$ cat src/rtl/dw3_31_calc_if.sv
// ---------------------------------------------------------------------------
// dw3_31_calc_if
// Groups the request/result signals of the delta-weight calculator.
//   start    : request one computation (sampled only while the unit is idle)
//   a3_1     : output-neuron activation, signed Q6.10
//   t1       : training target, signed Q6.10
//   a2_1     : hidden-neuron activation feeding w3_31, signed Q6.10
//   dw3_31   : delta weight result, signed Q6.10
//   dw_valid : one-cycle strobe, dw3_31 is new
//   busy     : computation in progress
// master = requester (drives operands), slave = calculator.
// ---------------------------------------------------------------------------
interface dw3_31_calc_if;
  logic               start;
  logic signed [15:0] a3_1;
  logic signed [15:0] t1;
  logic signed [15:0] a2_1;
  logic signed [15:0] dw3_31;
  logic               dw_valid;
  logic               busy;

  modport master (
    output start, a3_1, t1, a2_1,
    input  dw3_31, dw_valid, busy
  );

  modport slave (
    input  start, a3_1, t1, a2_1,
    output dw3_31, dw_valid, busy
  );
endinterface

$ cat src/rtl/dw3_31_calc.sv
// ---------------------------------------------------------------------------
// dw3_31_calc
// Computes the delta weight for w3_31:
//   dw3_31 = -eta * (a3_1 - t1) * a3_1 * (1.0 - a3_1) * a2_1,  eta = 2^-LR_SHIFT
// as a six-state sequence (IDLE, ERR, DERIV, DELTA, GRAD, OUT), one step per
// clock, all arithmetic in saturating signed Q6.10.
// Ports:
//   clk   : system clock, rising edge
//   reset : asynchronous, active-high; clears all state
//   bus   : slave side of dw3_31_calc_if (start/operands in, result/strobe out)
// ---------------------------------------------------------------------------
module dw3_31_calc #(
  parameter int LR_SHIFT = 2  // legal 0..8
) (
  input  logic          clk,
  input  logic          reset,
  dw3_31_calc_if.slave  bus
);

  typedef enum logic [2:0] {IDLE, ERR, DERIV, DELTA, GRAD, OUT} state_t;

  state_t state_q, state_d;

  logic signed [15:0] a3_q, t_q, a2_q;
  logic signed [15:0] e_q, p_q, d_q, g_q;
  logic signed [15:0] dw_q;
  logic               dw_valid_q;

  logic               latch_en;

  // -------------------------------------------------------------------------
  // Arithmetic helpers
  // -------------------------------------------------------------------------
  function automatic logic signed [31:0] ext32(input logic signed [15:0] x);
    return {{16{x[15]}}, x};
  endfunction

  function automatic logic signed [15:0] sat16(input logic signed [31:0] x);
    if (x > 32'sd32767)
      return 16'sh7FFF;
    else if (x < -32'sd32768)
      return 16'sh8000;
    else
      return x[15:0];
  endfunction

  // Full product fits in 32 bits; >>> floors toward -inf, no rounding.
  function automatic logic signed [15:0] qmul(input logic signed [15:0] x,
                                              input logic signed [15:0] y);
    logic signed [31:0] prod;
    prod = ext32(x) * ext32(y);
    return sat16(prod >>> 10);
  endfunction

  // -------------------------------------------------------------------------
  // Per-step combinational values, each consuming the previous step's register
  // -------------------------------------------------------------------------
  logic signed [15:0] e_calc, p_calc, d_calc, g_calc, dw_calc;
  logic signed [31:0] g_scaled;

  always_comb begin
    e_calc   = sat16(ext32(a3_q) - ext32(t_q));
    p_calc   = qmul(a3_q, sat16(32'sd1024 - ext32(a3_q)));
    d_calc   = qmul(e_q, p_q);
    g_calc   = qmul(d_q, a2_q);
    g_scaled = ext32(g_q) >>> LR_SHIFT;
    // Negation done at 32 bits so -(-32768) saturates to +32767.
    dw_calc  = sat16(-g_scaled);
  end

  // -------------------------------------------------------------------------
  // FSM
  // -------------------------------------------------------------------------
  always_ff @(posedge clk or posedge reset) begin
    if (reset)
      state_q <= IDLE;
    else
      state_q <= state_d;
  end

  always_comb begin
    state_d  = state_q;
    latch_en = 1'b0;
    case (state_q)
      IDLE: begin
        if (bus.start) begin
          latch_en = 1'b1;
          state_d  = ERR;
        end
      end
      ERR:     state_d = DERIV;
      DERIV:   state_d = DELTA;
      DELTA:   state_d = GRAD;
      GRAD:    state_d = OUT;
      OUT:     state_d = IDLE;
      default: state_d = IDLE;
    endcase
  end

  // -------------------------------------------------------------------------
  // Datapath registers
  // -------------------------------------------------------------------------
  always_ff @(posedge clk or posedge reset) begin
    if (reset) begin
      a3_q       <= '0;
      t_q        <= '0;
      a2_q       <= '0;
      e_q        <= '0;
      p_q        <= '0;
      d_q        <= '0;
      g_q        <= '0;
      dw_q       <= '0;
      dw_valid_q <= 1'b0;
    end else begin
      // Strobe follows OUT by exactly one cycle; OUT never repeats back-to-back.
      dw_valid_q <= (state_q == OUT);
      if (latch_en) begin
        a3_q <= bus.a3_1;
        t_q  <= bus.t1;
        a2_q <= bus.a2_1;
      end
      if (state_q == ERR)   e_q  <= e_calc;
      if (state_q == DERIV) p_q  <= p_calc;
      if (state_q == DELTA) d_q  <= d_calc;
      if (state_q == GRAD)  g_q  <= g_calc;
      if (state_q == OUT)   dw_q <= dw_calc;
    end
  end

  assign bus.dw3_31   = dw_q;
  assign bus.dw_valid = dw_valid_q;
  assign bus.busy     = (state_q != IDLE);

endmodule

$ cat src/flat_wrapper.sv
// flat-port wrapper written by rule: the top's interface ports become plain ports
module dw3_31_calc_flat 
#(
  parameter int LR_SHIFT = 2               
)
  (clk, reset, bus_start, bus_a3_1, bus_t1, bus_a2_1, bus_dw3_31, bus_dw_valid, bus_busy);
  dw3_31_calc_if bus_i ();
  input  logic clk;
  input  logic reset;
  input wire logic [$bits(bus_i.start)-1:0] bus_start;
  input wire logic [$bits(bus_i.a3_1)-1:0] bus_a3_1;
  input wire logic [$bits(bus_i.t1)-1:0] bus_t1;
  input wire logic [$bits(bus_i.a2_1)-1:0] bus_a2_1;
  output wire logic [$bits(bus_i.dw3_31)-1:0] bus_dw3_31;
  output wire logic [$bits(bus_i.dw_valid)-1:0] bus_dw_valid;
  output wire logic [$bits(bus_i.busy)-1:0] bus_busy;
  assign bus_i.start = bus_start;
  assign bus_i.a3_1 = bus_a3_1;
  assign bus_i.t1 = bus_t1;
  assign bus_i.a2_1 = bus_a2_1;
  assign bus_dw3_31 = bus_i.dw3_31;
  assign bus_dw_valid = bus_i.dw_valid;
  assign bus_busy = bus_i.busy;
  dw3_31_calc #(.LR_SHIFT(LR_SHIFT)) u_core (.clk(clk), .reset(reset), .bus(bus_i));
endmodule
$ cat config.mk
export PLATFORM = sky130hd
export DESIGN_NAME = dw3_31_calc_flat
export DESIGN_NICKNAME = d
export VERILOG_FILES = /design/src/rtl/dw3_31_calc_if.sv /design/src/rtl/dw3_31_calc.sv /design/src/flat_wrapper.sv
export SDC_FILE = /design/constraint.sdc
export NUM_CORES = 2
export LEC_CHECK = 0
export CAP_MARGIN = 20
export CORE_UTILIZATION = 55
export CTS_CLUSTER_DIAMETER = 30
export DETAILED_ROUTE_END_ITERATION = 8
export PLACE_DENSITY = 0.69
export SLEW_MARGIN = 5
export SYNTH_ARGS = -nofsm -noshare
export SYNTH_HDL_FRONTEND = slang
export SYNTH_SLANG_ARGS = --single-unit
$ cat constraint.sdc
create_clock -name clk -period 18.8 [get_ports clk]
set_input_delay 1.88 -clock clk [delete_from_list [all_inputs] [get_ports clk]]
set_output_delay 1.88 -clock clk [all_outputs]
set_load 0.01 [all_outputs]
==> Implementation_results.wiki <==
{| class="wikitable"
! Metric !! Value
|-
| Status || complete, no violations
|-
| Fraction of synthesized cell area taken by the top area cell type || 44.3%
|-
| Number of gates resized after cts || 0
|-
| Standard-cell row count || 92
|-
| Port Buffer Count || 68
|-
| Asr flop ratio synth || 100%
|-
| Crit path max-delay cell type || sky130_fd_sc_hd__a211oi_1
|-
| Number of different library cells in the post-synthesis netlist || 79
|-
| Highest clock frequency the design can meet || 95.4 MHz
|-
| Cell count after synthesis || 3895
|-
| Final GP Congestion || 0.870
|-
| Total of max-cap violations || 0
|-
| Unrepaired setup endpoints after global routing || no
|-
| Critical Path Start Type || flop
|-
| Ys flop type || sky130_fd_sc_hd__dfrtp_1
|-
| Number of ports placed on the die boundary || 69
|-
| Final nets || 4946
|-
| Seq/Total Area, Yosys || 9.18%
|-
| Via density per instance || 5.34
|-
| TNS Setup || 0 ps
|-
| Largest area contributor in the netlist || sky130_fd_sc_hd__fa_1
|-
| Fraction of layout instances using a drive strength above 1 || 3.75%
|-
| Synthesized flop and latch total || 130
|-
| Sink count of the clock tree || 130
|-
| Net count after synthesis || 4988
|-
| Yosys synthesis warning count || 0
|-
| GR met3 Demand/Resource || 3.72%
|-
| Later-pin clock latency in the skew report || 490 ps
|-
| Data arrival at the endpoint of the critical path || 10830 ps
|-
| Wire length of the first global-routing pass || 139000 um
|-
| Kind of critical path || flop to flop
|-
| Cell at the root of the clock tree || sky130_fd_sc_hd__clkbuf_16
|-
| Data required time of the worst path || 19150 ps
|-
| List of most frequent post-synthesis cells || sky130_fd_sc_hd__inv_1 (923), sky130_fd_sc_hd__fa_1 (784), sky130_fd_sc_hd__nand2_1 (517), sky130_fd_sc_hd__and2_1 (272), sky130_fd_sc_hd__ha_1 (258)
|-
| Starting DRT DRC Count || 1560
|-
| Worst-case register-to-register setup slack || 8320 ps
|-
| Global routing met1 resource utilization || 34.9%
|-
| Initial standard-cell utilization of the core || 56.0%
|-
| Final worst path period share || 55.7%
|-
| Iteration count of the initial detailed-routing pass || 5
|-
| Count of endpoints failing setup in the final report || 0
|-
| Most common cell on crit path || sky130_fd_sc_hd__fa_1
|-
| Core area || 63300 um2
|-
| Clk_skew || 14.4 ps
|-
| Number of enable flip-flop cells after synthesis || 0
|-
| Top-count cell post-synth || sky130_fd_sc_hd__inv_1
|-
| Crit-path max cell delay || 840 ps
|-
| Clk slew on worst S/H paths || 60 ps
|-
| Grt met2 use || 45.9%
|-
| Number of vias in the routed layout || 25100
|-
| Class of the tightest hold or removal check || flop to flop
|-
| TritonCTS clock tree || built
|-
| Pin count of the biggest net entering global routing || 68
|-
| Headroom to the max-slew limit || 31.2%
|-
| Max-slew violation count || 0
|-
| Count of antenna diodes in the layout || 0
|-
| Filler cell count || 5616
|-
| Number of buffers added for setup after CTS || 0
|-
| Overall fraction of global-route tracks in use || 26.7%
|-
| Number of hold-slack violations in the final timing report || 0
|-
| Highest fanout seen on the critical path || 24
|-
| Area contributors post-synth || sky130_fd_sc_hd__fa_1 (44%), sky130_fd_sc_hd__inv_1 (9.8%), sky130_fd_sc_hd__dfrtp_1 (9.2%)
|-
| Synthesis-to-finish area growth || 5.57%
|-
| Hold-fix buffers, CTS || 0
|-
| Syn avg cell area || 9.10 um2
|-
| Remaining DRCs || 0
|-
| Synthesized area || 35400 um2
|-
| GRT busiest layer || met2
|-
| Crit. End Element || flop
|-
| Die width || 256 um
|-
| Bufs on Longest Clock Path || 2
|-
| Average routed wire per standard cell || 17.4 um
|-
| Global route overflow || 0
|-
| Final Routed Wirelength || 82100 um
|-
| Crit path time final || 10480 ps
|-
| Antenna Violating Nets Remaining || 0
|-
| Number of global-route vias before repair || 27000
|-
| Overall die height || 256 um
|-
| Antenna violations before repair || 0
|-
| DP HPWL || 67100 um
|-
| Total CTS buffers || 17
|-
| Die ar. || 65400 um2
|-
| H-tree level count || 4
|-
| Pin slew with the least headroom to its limit || 1030 ps
|}
[cell families after synthesis]
group	share of synthesized area [%]
xor+xnor	2.87
fa+ha+maj	53.4
buf+inv	11.5
mux	1.07
simple gates	15.6
flops	9.18
compound gates	6.27
[per-stage QoR]
step	hold slack [ps]	util [%]	instances	area [um2]	setup slack (ps)
finish	512	59.1	4711	37400	8320
global placement	497	58.1	4678	36800	8640
detailed placement	503	58.1	4678	36800	8450
global route	533	59.1	4711	37400	7670
floorplan	487	-	3895	35400	10450
CTS	515	59.1	4709	37400	8410
[registers in the layout, indices dropped and copies added (netlist names)]
signal,count
u_core.d_q,16
u_core.t_q,16
u_core.state_q,3
u_core.a2_q,16
u_core.bus.dw3_31,16
u_core.p_q,16
u_core.a3_q,16
u_core.g_q,14
u_core.bus.dw_valid,1
u_core.e_q,16
[worst max-delay path: cells and delay by family, from the launching register on]
kind	cells	cell delay, ps
AO/OA/AOI/OAI	13	4860
flip-flops	1	700
AND/OR/NAND/NOR	4	1100
adder cells (fa/ha/maj)	7	3260
buffers and inverters	4	420
[routing by layer]
layer	vias up	share of wire, %	routed length [um]
met5	-	0	0
met4	0	3.0	2500
met3	123	5.1	4230
met2	690	49	40400
met1	12800	43	35000
li1	11500	-	-
[area by class of cell]
type | instances | area (um2) | area share [%]
Clock buffer | 21 | 450 | 1.20
Clock inverter | 10 | 159 | 0.425
Inverter | 925 | 3480 | 9.30
Multi-Input combinational cell | 2681 | 28100 | 75.1
Sequential cell | 130 | 3250 | 8.70
Tap cell | 846 | 1060 | 2.83
Timing Repair Buffer | 98 | 903 | 2.42
[layout by cell type (no fill, tap or decap), drive strengths merged, types with 17 or more instances in the layout]
cell type and instances:
nand3 24, buf 30, a21o 38, nor2b 44, and2 272, dfrtp 130, o21ai 85, clkbuf 21
mux2 31, or3 17, fa 784, a21oi 123, nand2b 44, nand2 528, xor2 36, xnor2 80
inv 924, clkdlybuf4s50 68, nor3 22, nor2 131, ha 258
[path summary, 6_finish.rpt]
kind	from	endpoint	cells past startpoint
setup reg to reg	u_core.a3_q[6]$_DFFE_PP0P_	u_core.p_q[10]$_DFFE_PP0P_	28
hold / removal	u_core.bus.dw3_31[15]$_DFFE_PP0P_	u_core.bus.dw3_31[15]$_DFFE_PP0P_	1
setup / recovery	u_core.a3_q[6]$_DFFE_PP0P_	u_core.p_q[10]$_DFFE_PP0P_	28
min in group asynchronous	reset	u_core.a2_q[15]$_DFFE_PP0P_	2
max in group asynchronous	reset	u_core.a3_q[5]$_DFFE_PP0P_	3
hold reg to reg	u_core.bus.dw3_31[15]$_DFFE_PP0P_	u_core.bus.dw3_31[15]$_DFFE_PP0P_	1
Power is not shown: default switching activity piles up to over one toggle a cycle in this logic, so the estimate is an artifact.
